<file path="config.mk">
export PLATFORM = sky130hd
export DESIGN_NAME = i_wr_counter
export DESIGN_NICKNAME = d
export VERILOG_FILES = /design/src/rtl/i_wr_counter.sv
export SDC_FILE = /design/constraint.sdc
export NUM_CORES = 1
export LEC_CHECK = 0
export ABC_CLOCK_PERIOD_IN_PS = 4300
export BUFFER_PORTS_ARGS = -buffer_cell sky130_fd_sc_hd__buf_2
export CORE_UTILIZATION = 30
export CTS_CLUSTER_DIAMETER = 40
export DETAILED_ROUTE_END_ITERATION = 10
export SYNTH_ARGS = -nofsm -noshare
export SYNTH_HDL_FRONTEND = slang
export SYNTH_SLANG_ARGS = --single-unit
</file>
<file path="constraint.sdc">
create_clock -name clk -period 4.3 [get_ports clk]
set_input_delay 0.645 -clock clk [delete_from_list [all_inputs] [get_ports clk]]
set_output_delay 0.645 -clock clk [all_outputs]
set_load 0.02 [all_outputs]
</file>
<file path="src/rtl/i_wr_counter.sv">
// rtl/i_wr_counter.sv - column counter with programmable width and one-cycle wrap flag
module i_wr_counter (
  input  logic        clk,
  input  logic        n_rst,
  input  logic        clear,
  input  logic        count_enable,
  input  logic [12:0] rollover_val,
  output logic [12:0] value,
  output logic        rollover_flag
);

  logic [13:0] value_inc;
  logic        at_limit;
  logic [12:0] next_value;
  logic        next_flag;

  // 14-bit compare keeps widths 0 and 1 identical and avoids underflow of rollover_val-1
  assign value_inc = {1'b0, value} + 14'd1;
  assign at_limit  = (value_inc >= {1'b0, rollover_val});

  always_comb begin
    next_value = value;
    next_flag  = 1'b0;
    if (clear) begin
      next_value = 13'd0;
    end else if (count_enable) begin
      if (at_limit) begin
        next_value = 13'd0;
        next_flag  = 1'b1;
      end else begin
        next_value = value_inc[12:0];
      end
    end
  end

  always_ff @(posedge clk or negedge n_rst) begin
    if (!n_rst) begin
      value         <= 13'd0;
      rollover_flag <= 1'b0;
    end else begin
      value         <= next_value;
      rollover_flag <= next_flag;
    end
  end

endmodule

</file>
After elaboration in Yosys (flattened, before gate mapping)
Index checks and enable logic that the tools add are counted.
- output and inout bits: 14
- RAM bits: 0
- logic and storage cells: 11
- ROM bits: 0
- flip-flop bits (word level): 14
- memories: 0
- input port bits: 17
- latch bits: 0
- div/mod/pow operators: 0
- shift-type cells: 0
- multiplexer cells: 6
- $add $sub $neg: 1
- order comparisons: 1
- reduce and logical (&&, ||, !) cells: 1
- $mul: 0
- bitwise gates (word level): 0
- eq/ne operators: 0
- operators with widths (kind ; count):
    13-bit two-way mux ; 3
    13-bit by 1-bit adder with 14-bit output (second input constant) ; 1
    14-bit by 13-bit greater-or-equal comparator with 1-bit output ; 1
    1-bit two-way mux ; 3
    2-bit nonzero test ; 1

Longest topological paths before layout
Gate-level depths: netlist of the first run.
- word-level depth: 5
- gate-level depth with buffers: 13
- mapped depth without buffers: 12

Worst setup path before layout of the first run
Ideal clock, no wire load.
- path kind: register to register
- start: register value[0]
- end: register value[0]
- stages on the path, launching flop included: 12
- data arrival time: 2.817 ns
- library setup time: 0.073 ns
- required time: 4.227 ns
- path buffers: 0
- clock period less this slack: 2.889 ns
- path slack: 1.411 ns
- cells stage by stage: dfrtp_1 > ha_1 > and4_1 > and3_1 > xnor2_1 > inv_1 > ha_1 > and3_4 > a221o_1 > or4b_1 > o22ai_1 > nor2b_1
- longest elaborated chain between the ends: 5
- RTL lines (what ; line ; text):
    from (decl) ; 8 ; output logic [12:0] value,
    from (signal assigned) ; 41 ; value <= next_value;
    13-bit by 1-bit adder with 14-bit output * ; 18 ; assign value_inc = {1'b0, value} + 14'd1;
    14-bit by 13-bit greater-or-equal comparator with 1-bit output ; 19 ; assign at_limit = (value_inc >= {1'b0, rollover_val});
    13-bit two-way mux * ; 27 ; if (at_limit) begin
    13-bit two-way mux * ; 26 ; end else if (count_enable) begin
    13-bit two-way mux * ; 24 ; if (clear) begin
Mark *: on every way between the ends. The rest lies on a longest branch, timed or not. The select of a mux whose other input is x is not followed.
A chain may end at the register's enable or synchronous reset.

Worst setup path after layout of the first run
- start: register value[0]
- end: register value[12]
Same word-level chain as after synthesis.

==> results of run 1 <==
## final cells by class
| class | count | share of cell area [%] |
|---|---|---|
| Timing Repair Buffer | 30 | 11.3 |
| Sequential cell | 14 | 26.4 |
| Inverter | 25 | 7.07 |
| Tap cell | 46 | 4.34 |
| Multi-Input combinational cell | 89 | 48.2 |
| Clock buffer | 4 | 2.73 |
## report_power, final
| part | total (uW) | switching (uW) | internal [uW] | leakage, uW |
|---|---|---|---|---|
| Sequential | 135 | 2.23 | 133 | 0.000194 |
| Combinational | 35.3 | 20.4 | 14.9 | 0.000577 |
| Clock | 92.8 | 41.4 | 51.4 | 0.0000210 |
## how the worst max path moves through the flow
| stage | start | endpoint | slack (ns) | depth (start not counted) |
|---|---|---|---|---|
| after floorplan | value[0]$_DFFE_PN0P_ | value[0]$_DFFE_PN0P_ | 1.41 | 11 |
| after global placement | value[5]$_DFFE_PN0P_ | value[9]$_DFFE_PN0P_ | 1.21 | 11 |
| after detailed placement | value[0]$_DFFE_PN0P_ | value[2]$_DFFE_PN0P_ | 1.10 | 11 |
| after CTS | value[0]$_DFFE_PN0P_ | value[2]$_DFFE_PN0P_ | 1.07 | 11 |
| after global routing | value[0]$_DFFE_PN0P_ | value[6]$_DFFE_PN0P_ | 0.79 | 11 |
| final | value[0]$_DFFE_PN0P_ | value[12]$_DFFE_PN0P_ | 1.08 | 11 |
## worst max-delay path: cells and delay by family, from the launching register on
kind,cells,cell delay [ns]
AND/OR/NAND/NOR,5,1.25
flip-flops,1,0.45
XOR/XNOR,1,0.19
buffers and inverters,1,0.07
AO/OA/AOI/OAI,2,0.57
adder cells (fa/ha/maj),2,0.55
## cell families after synthesis
logic type / after synthesis / synth area share (%)
XOR/XNOR: 11 / 8.82
AND/OR/NAND/NOR: 41 / 20.6
adder cells (fa/ha/maj): 14 / 16.0
AO/OA/AOI/OAI: 23 / 13.1
flip-flops: 14 / 32.1
buffers and inverters: 27 / 9.39
## flip-flops by register name, indices dropped and copies added (netlist names)
| register | flops |
|---|---|
| value | 13 |
| rollover_flag | 1 |
## per-stage QoR
stage / setup WS [ns] / utilization, % / total power [uW]
after global placement: 1.21 / 37.8 / 173
after detailed placement: 1.10 / 37.8 / 173
after floorplan: 1.41 / - / 157
after CTS: 1.07 / 38.9 / 267
after global routing: 0.786 / 38.9 / 279
final: 1.08 / 38.9 / 263
## layer usage
layer	vias to the layer above	part of all wire, %	wire length, um
met5	-	0	0
met1	440	48	1150
met4	0	0.38	9
li1	499	-	-
met2	21	48	1140
met3	2	4.0	95
## cells in the final DEF (no fill, tap or decap), drive strengths merged, types with 2 or more instances in the layout
cell type / instances
buf: 30
inv: 25
nand2: 16
ha: 14
dfrtp: 14
o21ai: 12
xnor2: 7
nand3: 5
xor2: 4
nor2: 4
and3: 4
clkbuf: 4
and4: 2
and2: 2
a21oi: 2
a21o: 2
==> results.py, run 1 <==
metrics = {
    "routing": {
        "antenna_left": 0,
        "first_iter_violations": 28,
        "vias_per_cell": 4.63,
        "wl_per_cell_um": 11.5,
        "firstDrtPassIters": 4,
        "drc": 0,
        "wirelength_um": 2390,
        "vias": 962,
    },
    "clock_network": {
        "cts_post_setup_buffers_inserted": 0,
        "path_clk_slew_ns": 0.09,
        "clk_latency_ns": 0.27,
        "clock-sinks": 14,
        "htree_levels": 1,
        "ctsResizeCount": 0,
        "clk_path_buf_depth": 2,
        "cts_tree": "done",
        "numCtsBuffers": 3,
        "cts.root.buffer_cell": "clkbuf_4",
        "cts_hold_buf": 0,
    },
    "logic_synthesis": {
        "synth_top_area_share_pct": 32.1,
        "synth.most_common_cell": "inv_1",
        "synth_top_area_cell": "dfrtp_1",
        "synthCells": 130,
        "synth-seq-cells": 14,
        "yosysWarningCount": 0,
        "synthTopCellsByArea": "dfrtp_1 (32%), ha_1 (16%), inv_1 (8.6%), xnor2_1 (5.6%), o21ai_1 (5.5%)",
        "syn_nets": 161,
        "avgSynthCellArea_um2": 8.40,
        "ys_types": 33,
        "synth-async-reset-ratio_pct": 100,
        "synth_common_cells": "inv_1 (25), nand2_1 (16), dfrtp_1 (14), ha_1 (14), o21ai_1 (12)",
        "netlist_area_mm2": 0.00109,
        "ys.flop_type": "dfrtp_1",
        "synth_edf_count": 0,
        "yosysSeqAreaShare_pct": 32.1,
    },
    "critical_path": {
        "cp-start-kind": "register",
        "path_cells": "ha_1 -> and4_1 -> and3_1 -> xnor2_1 -> inv_1 -> ha_1 -> and3_4 -> nand3_1 -> a311oi_1 -> nand4bb_1 -> o21ai_1",
        "cp.arrival_ns": 3.35,
        "endpoint_kind": "register",
        "r2r-start": "value[0]$_DFFE_PN0P_",
        "r2r-end": "value[12]$_DFFE_PN0P_",
        "critPathMaxFanout": 12,
        "critPathSlowestCell": "nand4bb_1",
        "reg2reg_depth": 11,
        "critical_path_class": "reg -> reg",
        "crit_top_cell": "ha_1",
        "r2r_slack_ns": 1.08,
        "crit_required_ns": 4.44,
        "critPathMaxStageDelay_ns": 0.55,
    },
    "die": {
        "start_util_pct": 32.0,
        "core-area_mm2": 0.00342,
        "die-height_um": 62.3,
        "die_width_um": 62.3,
        "die-area_mm2": 0.00389,
        "io_pins": 31,
        "rows": 21,
    },
    "global_route": {
        "met3_usage_pct": 1.84,
        "grt_use_met2_pct": 22.4,
        "grt_overflow": 0,
        "antenna_found_initial": 0,
        "grt_pass1_vias": 992,
        "use_met1_pct": 17.5,
        "grtUsageTotal_pct": 13.3,
        "grt_max_degree": 15,
        "grt_pass1_wl_um": 4230,
        "busiest_layer": "met2",
    },
    "place": {
        "place_congestion": 0.777,
        "port_buffers": 30,
        "dpl.hpwl_um": 1910,
        "dpl_cell_area_mm2": 0.00129,
        "placedCellCount": 204,
    },
    "finish": {
        "synthToLayoutAreaGrowth_pct": 21.5,
        "nets": 194,
        "instances_no_fill": 208,
        "multiInputGateArea_um2": 639,
        "drive_gt1_share_pct": 22.8,
        "final_area_mm2": 0.00133,
        "insertedDiodeCount": 0,
        "fillers": 380,
        "register_area_um2": 350,
    },
    "power": {
        "p_leak_uw": 0.000792,
        "ir_worst_vdd_v": 0.0000991,
        "power_density_mw_per_mm2": 198,
    },
    "flow_run": {
        "drv_cap": 0,
    },
    "sta": {
        "finalCriticalPeriod_ns": 3.22,
        "rsz0062_at_grt": "false",
        "hold_viol_final": 0,
        "skew_ns": 0.00863,
        "period_share_pct": 74.8,
        "fmax_ghz": 0.311,
        "maxSlewHeadroom_pct": 42.4,
        "fin_setup_tns_ns": 0,
        "tightestPinTransition_ns": 0.860,
        "worst_hold_slack_ns": 0.250,
        "setup_viol_count_final": 0,
        "final_max_slew_viol_count": 0,
    },
    "min_path": {
        "hp-class": "in -> async",
    },
    "status": {
        "outcome": "finished, final reports clean",
    },
}
No activity file was read; power rests on OpenSTA's default activity.
==> run 2, diff against run 1 <==
--- a/config.mk
+++ b/config.mk
@@ -5,7 +5,8 @@
 export SDC_FILE = /design/constraint.sdc
 export NUM_CORES = 1
 export LEC_CHECK = 0
-export ABC_CLOCK_PERIOD_IN_PS = 4300
+export ABC_AREA = 1
+export ABC_CLOCK_PERIOD_IN_PS = 2950
 export BUFFER_PORTS_ARGS = -buffer_cell sky130_fd_sc_hd__buf_2
 export CORE_UTILIZATION = 30
 export CTS_CLUSTER_DIAMETER = 40
==> constraint.sdc (replaced) <==
create_clock -name clk -period 2.95 [get_ports clk]
set_input_delay 0.4425 -clock clk [delete_from_list [all_inputs] [get_ports clk]]
set_output_delay 0.4425 -clock clk [all_outputs]
set_load 0.02 [all_outputs]
==> run 2 against run 1 <==
Utilization shrank 0.52 points. Sequential share of layout area is 4.3 points lower. Non-clock buffer count up 3. Sequential cell count unchanged. Critical path depth is 1 higher. Clock skew down 0.0077 ns. Clock-buffer cell count down 1. Critical endpoint unchanged.
==> results.py, run 2 <==
metrics = {
    "logic_synthesis": {
        "yosysSeqAreaShare_pct": 26.1,
        "ys_types": 23,
        "synthXorXnorAreaFrac_pct": 3.26,
        "yosysWarningCount": 0,
        "synth_compound_area_share_pct": 2.33,
        "synth_edf_count": 0,
        "synth_top_family_by_area": "simple AND/OR/NAND/NOR gates",
        "avgSynthCellArea_um2": 6.52,
        "netlist_area_mm2": 0.00134,
        "synth_top_area_cell": "dfrtp_1",
        "synth-async-reset-ratio_pct": 100,
        "ys.flop_type": "dfrtp_1",
        "synth_top_area_share_pct": 26.1,
        "synthMuxAreaShare_pct": 0,
        "synth-seq-cells": 14,
        "synthTopCellsByArea": "dfrtp_1 (26%), nand2_1 (19%), ha_1 (13%), inv_1 (11%), nor2_1 (6.2%)",
        "synth_common_cells": "nand2_1 (68), inv_1 (38), nor2_1 (22)",
        "synth-adder-area-share_pct": 13.0,
        "synthSimpleGateAreaFrac_pct": 42.4,
        "synthCells": 206,
        "syn_nets": 237,
        "synth.most_common_cell": "nand2_1",
    },
    "critical_path": {
        "endpoint_kind": "register",
        "critPathMaxFanout": 14,
        "cp.arrival_ns": 2.68,
        "path_cells": "ha_1 -> inv_1 -> nor2_1 -> nand2_1 -> xor2_1 -> inv_1 -> ha_1 -> nand2_1 -> nor3_1 -> nand2_1 -> nand3_1 -> nand2_1",
        "critPathMaxStageDelay_ns": 0.40,
        "critPathSlowestCell": "dfrtp_1",
        "cp-start-kind": "register",
        "critical_path_class": "reg -> reg",
        "crit_required_ns": 3.08,
        "crit_top_cell": "nand2_1",
    },
    "finish": {
        "drive_gt1_share_pct": 21.5,
        "top_register": "value",
        "top_regs": "value (13), rollover_flag (1)",
        "instances_no_fill": 287,
        "largest_reg_flops": 13,
        "nets": 270,
        "fillers": 475,
        "final_common_cell": "nand2_1",
        "insertedDiodeCount": 0,
        "final_cell_mix": "nand2_1 (68), inv_1 (38), buf_2 (30)",
        "synthToLayoutAreaGrowth_pct": 18.4,
        "final_area_mm2": 0.00159,
    },
    "routing": {
        "wl_per_cell_um": 10.3,
        "antenna_left": 0,
        "vias_per_cell": 4.43,
        "wirelength_um": 2970,
        "vias": 1270,
        "first_iter_violations": 33,
        "drc": 0,
        "firstDrtPassIters": 4,
    },
    "clock_network": {
        "cts_hold_buf": 0,
        "htree_levels": 1,
        "cts.root.buffer_cell": "clkbuf_8",
        "numCtsBuffers": 3,
        "clock-sinks": 14,
        "cts_tree": "done",
        "clk_path_buf_depth": 2,
        "ctsResizeCount": 0,
        "path_clk_slew_ns": 0.06,
        "clk_latency_ns": 0.24,
        "cts_post_setup_buffers_inserted": 0,
    },
    "sta": {
        "maxSlewHeadroom_pct": 62.6,
        "worst_hold_slack_ns": 0.0939,
        "period_share_pct": 86.4,
        "skew_ns": 0.000935,
        "setup_viol_count_final": 0,
        "fmax_ghz": 0.392,
        "finalCriticalPeriod_ns": 2.55,
        "rsz0062_at_grt": "false",
        "tightestPinTransition_ns": 0.560,
        "final_max_slew_viol_count": 0,
        "hold_viol_final": 0,
        "fin_setup_tns_ns": 0,
    },
    "global_route": {
        "grt_max_degree": 15,
        "grt_pass1_vias": 1172,
        "grt_pass1_wl_um": 5320,
        "antenna_found_initial": 0,
        "grt_overflow": 0,
        "grtUsageTotal_pct": 15.1,
    },
    "place": {
        "dpl.hpwl_um": 2390,
        "dpl_cell_area_mm2": 0.00155,
        "placedCellCount": 284,
        "place_congestion": 0.870,
        "port_buffers": 30,
    },
    "die": {
        "start_util_pct": 32.4,
        "die-height_um": 68.9,
        "die_width_um": 68.9,
        "core-area_mm2": 0.00414,
        "die-area_mm2": 0.00475,
        "io_pins": 31,
        "rows": 23,
    },
    "power": {
        "power_density_mw_per_mm2": 287,
        "seq_power_share_pct": 44.7,
        "ir_worst_vdd_v": 0.000186,
        "p_clk_share_pct": 34.3,
        "p_int_uw": 325,
        "switching_share_pct": 28.7,
        "p_comb_share_pct": 21.0,
        "total_power_uw": 457,
        "p_leak_uw": 0.000991,
        "p_sw_uw": 131,
    },
    "flow_run": {
        "drv_cap": 0,
    },
    "status": {
        "outcome": "finished, final reports clean",
    },
    "min_path": {
        "hp-class": "in -> async",
    },
}
[run 2: cell types whose count changed in the layout (fill, tap and decap cells not counted), moves of 6 or more]
| cell | change |
|---|---|
| nand2_1 | +52 |
| inv_1 | +13 |
| o21ai_1 | -12 |
| nand3_1 | +10 |
| xnor2_1 | -6 |
| nor2_1 | +18 |
[run 2: metrics by stage]
stage,utilization (%),setup slack [ns]
2_1_floorplan,-,0.437
3_3_place_gp,37.3,0.452
3_5_place_dp,37.3,0.395
4_1_cts,38.3,0.384
5_1_grt,38.3,0.0497
6_report,38.3,0.400
[run 2: critical path, delay by kind of cell, from the launching register on]
kind / cells / cell delay, ns
buffers and inverters: 2 / 0.13
XOR/XNOR: 1 / 0.17
flip-flops: 1 / 0.40
AND/OR/NAND/NOR: 7 / 1.18
adder cells (fa/ha/maj): 2 / 0.55
[run 2: final timing paths]
kind | from | endpoint | slack, ns | depth (start not counted)
setup / recovery | value[1]$_DFFE_PN0P_ | value[12]$_DFFE_PN0P_ | 0.40 | 12
hold / removal | n_rst | value[2]$_DFFE_PN0P_ | 0.09 | 1
setup reg to reg | value[1]$_DFFE_PN0P_ | value[12]$_DFFE_PN0P_ | 0.40 | 12
hold reg to reg | value[1]$_DFFE_PN0P_ | value[1]$_DFFE_PN0P_ | 0.56 | 2
max in group asynchronous | n_rst | value[8]$_DFFE_PN0P_ | 2.61 | 1
min in group clk | value[1]$_DFFE_PN0P_ | value[1]$_DFFE_PN0P_ | 0.56 | 2
[run 2: cell type report]
class	count	area, um^2	share of cell area [%]
multi-input combinational	149	820	51.6
sequential	14	350	22.0
timing repair buffer	33	173	10.9
inverter	38	143	8.98
tap	50	62.6	3.94
clock buffer	3	41.3	2.60
[run 2: cell families after synthesis]
| kind of cell | after synthesis |
|---|---|
| AO/OA/AOI/OAI | 5 |
| XOR/XNOR | 5 |
| adder cells (fa/ha/maj) | 14 |
| buffers and inverters | 43 |
| flip-flops | 14 |
| AND/OR/NAND/NOR | 125 |
[run 2: metal layers]
metal | GRT usage [%] | part of all wire (%)
met1 | 21.5 | 53
met2 | 23.4 | 42
met3 | 1.97 | 3.8
met4 | 4.59 | 1.0
met5 | 0 | 0
[run 2: power by group through the flow]
stage / logic (uW) / registers (uW) / clock network [uW]
4_1_cts: 97.8 / 204 / 162
6_report: 95.9 / 204 / 157
2_1_floorplan: 51.1 / 216 / 0
3_5_place_dp: 97.5 / 207 / 0
5_1_grt: 111 / 205 / 173
3_3_place_gp: 96.0 / 207 / 0
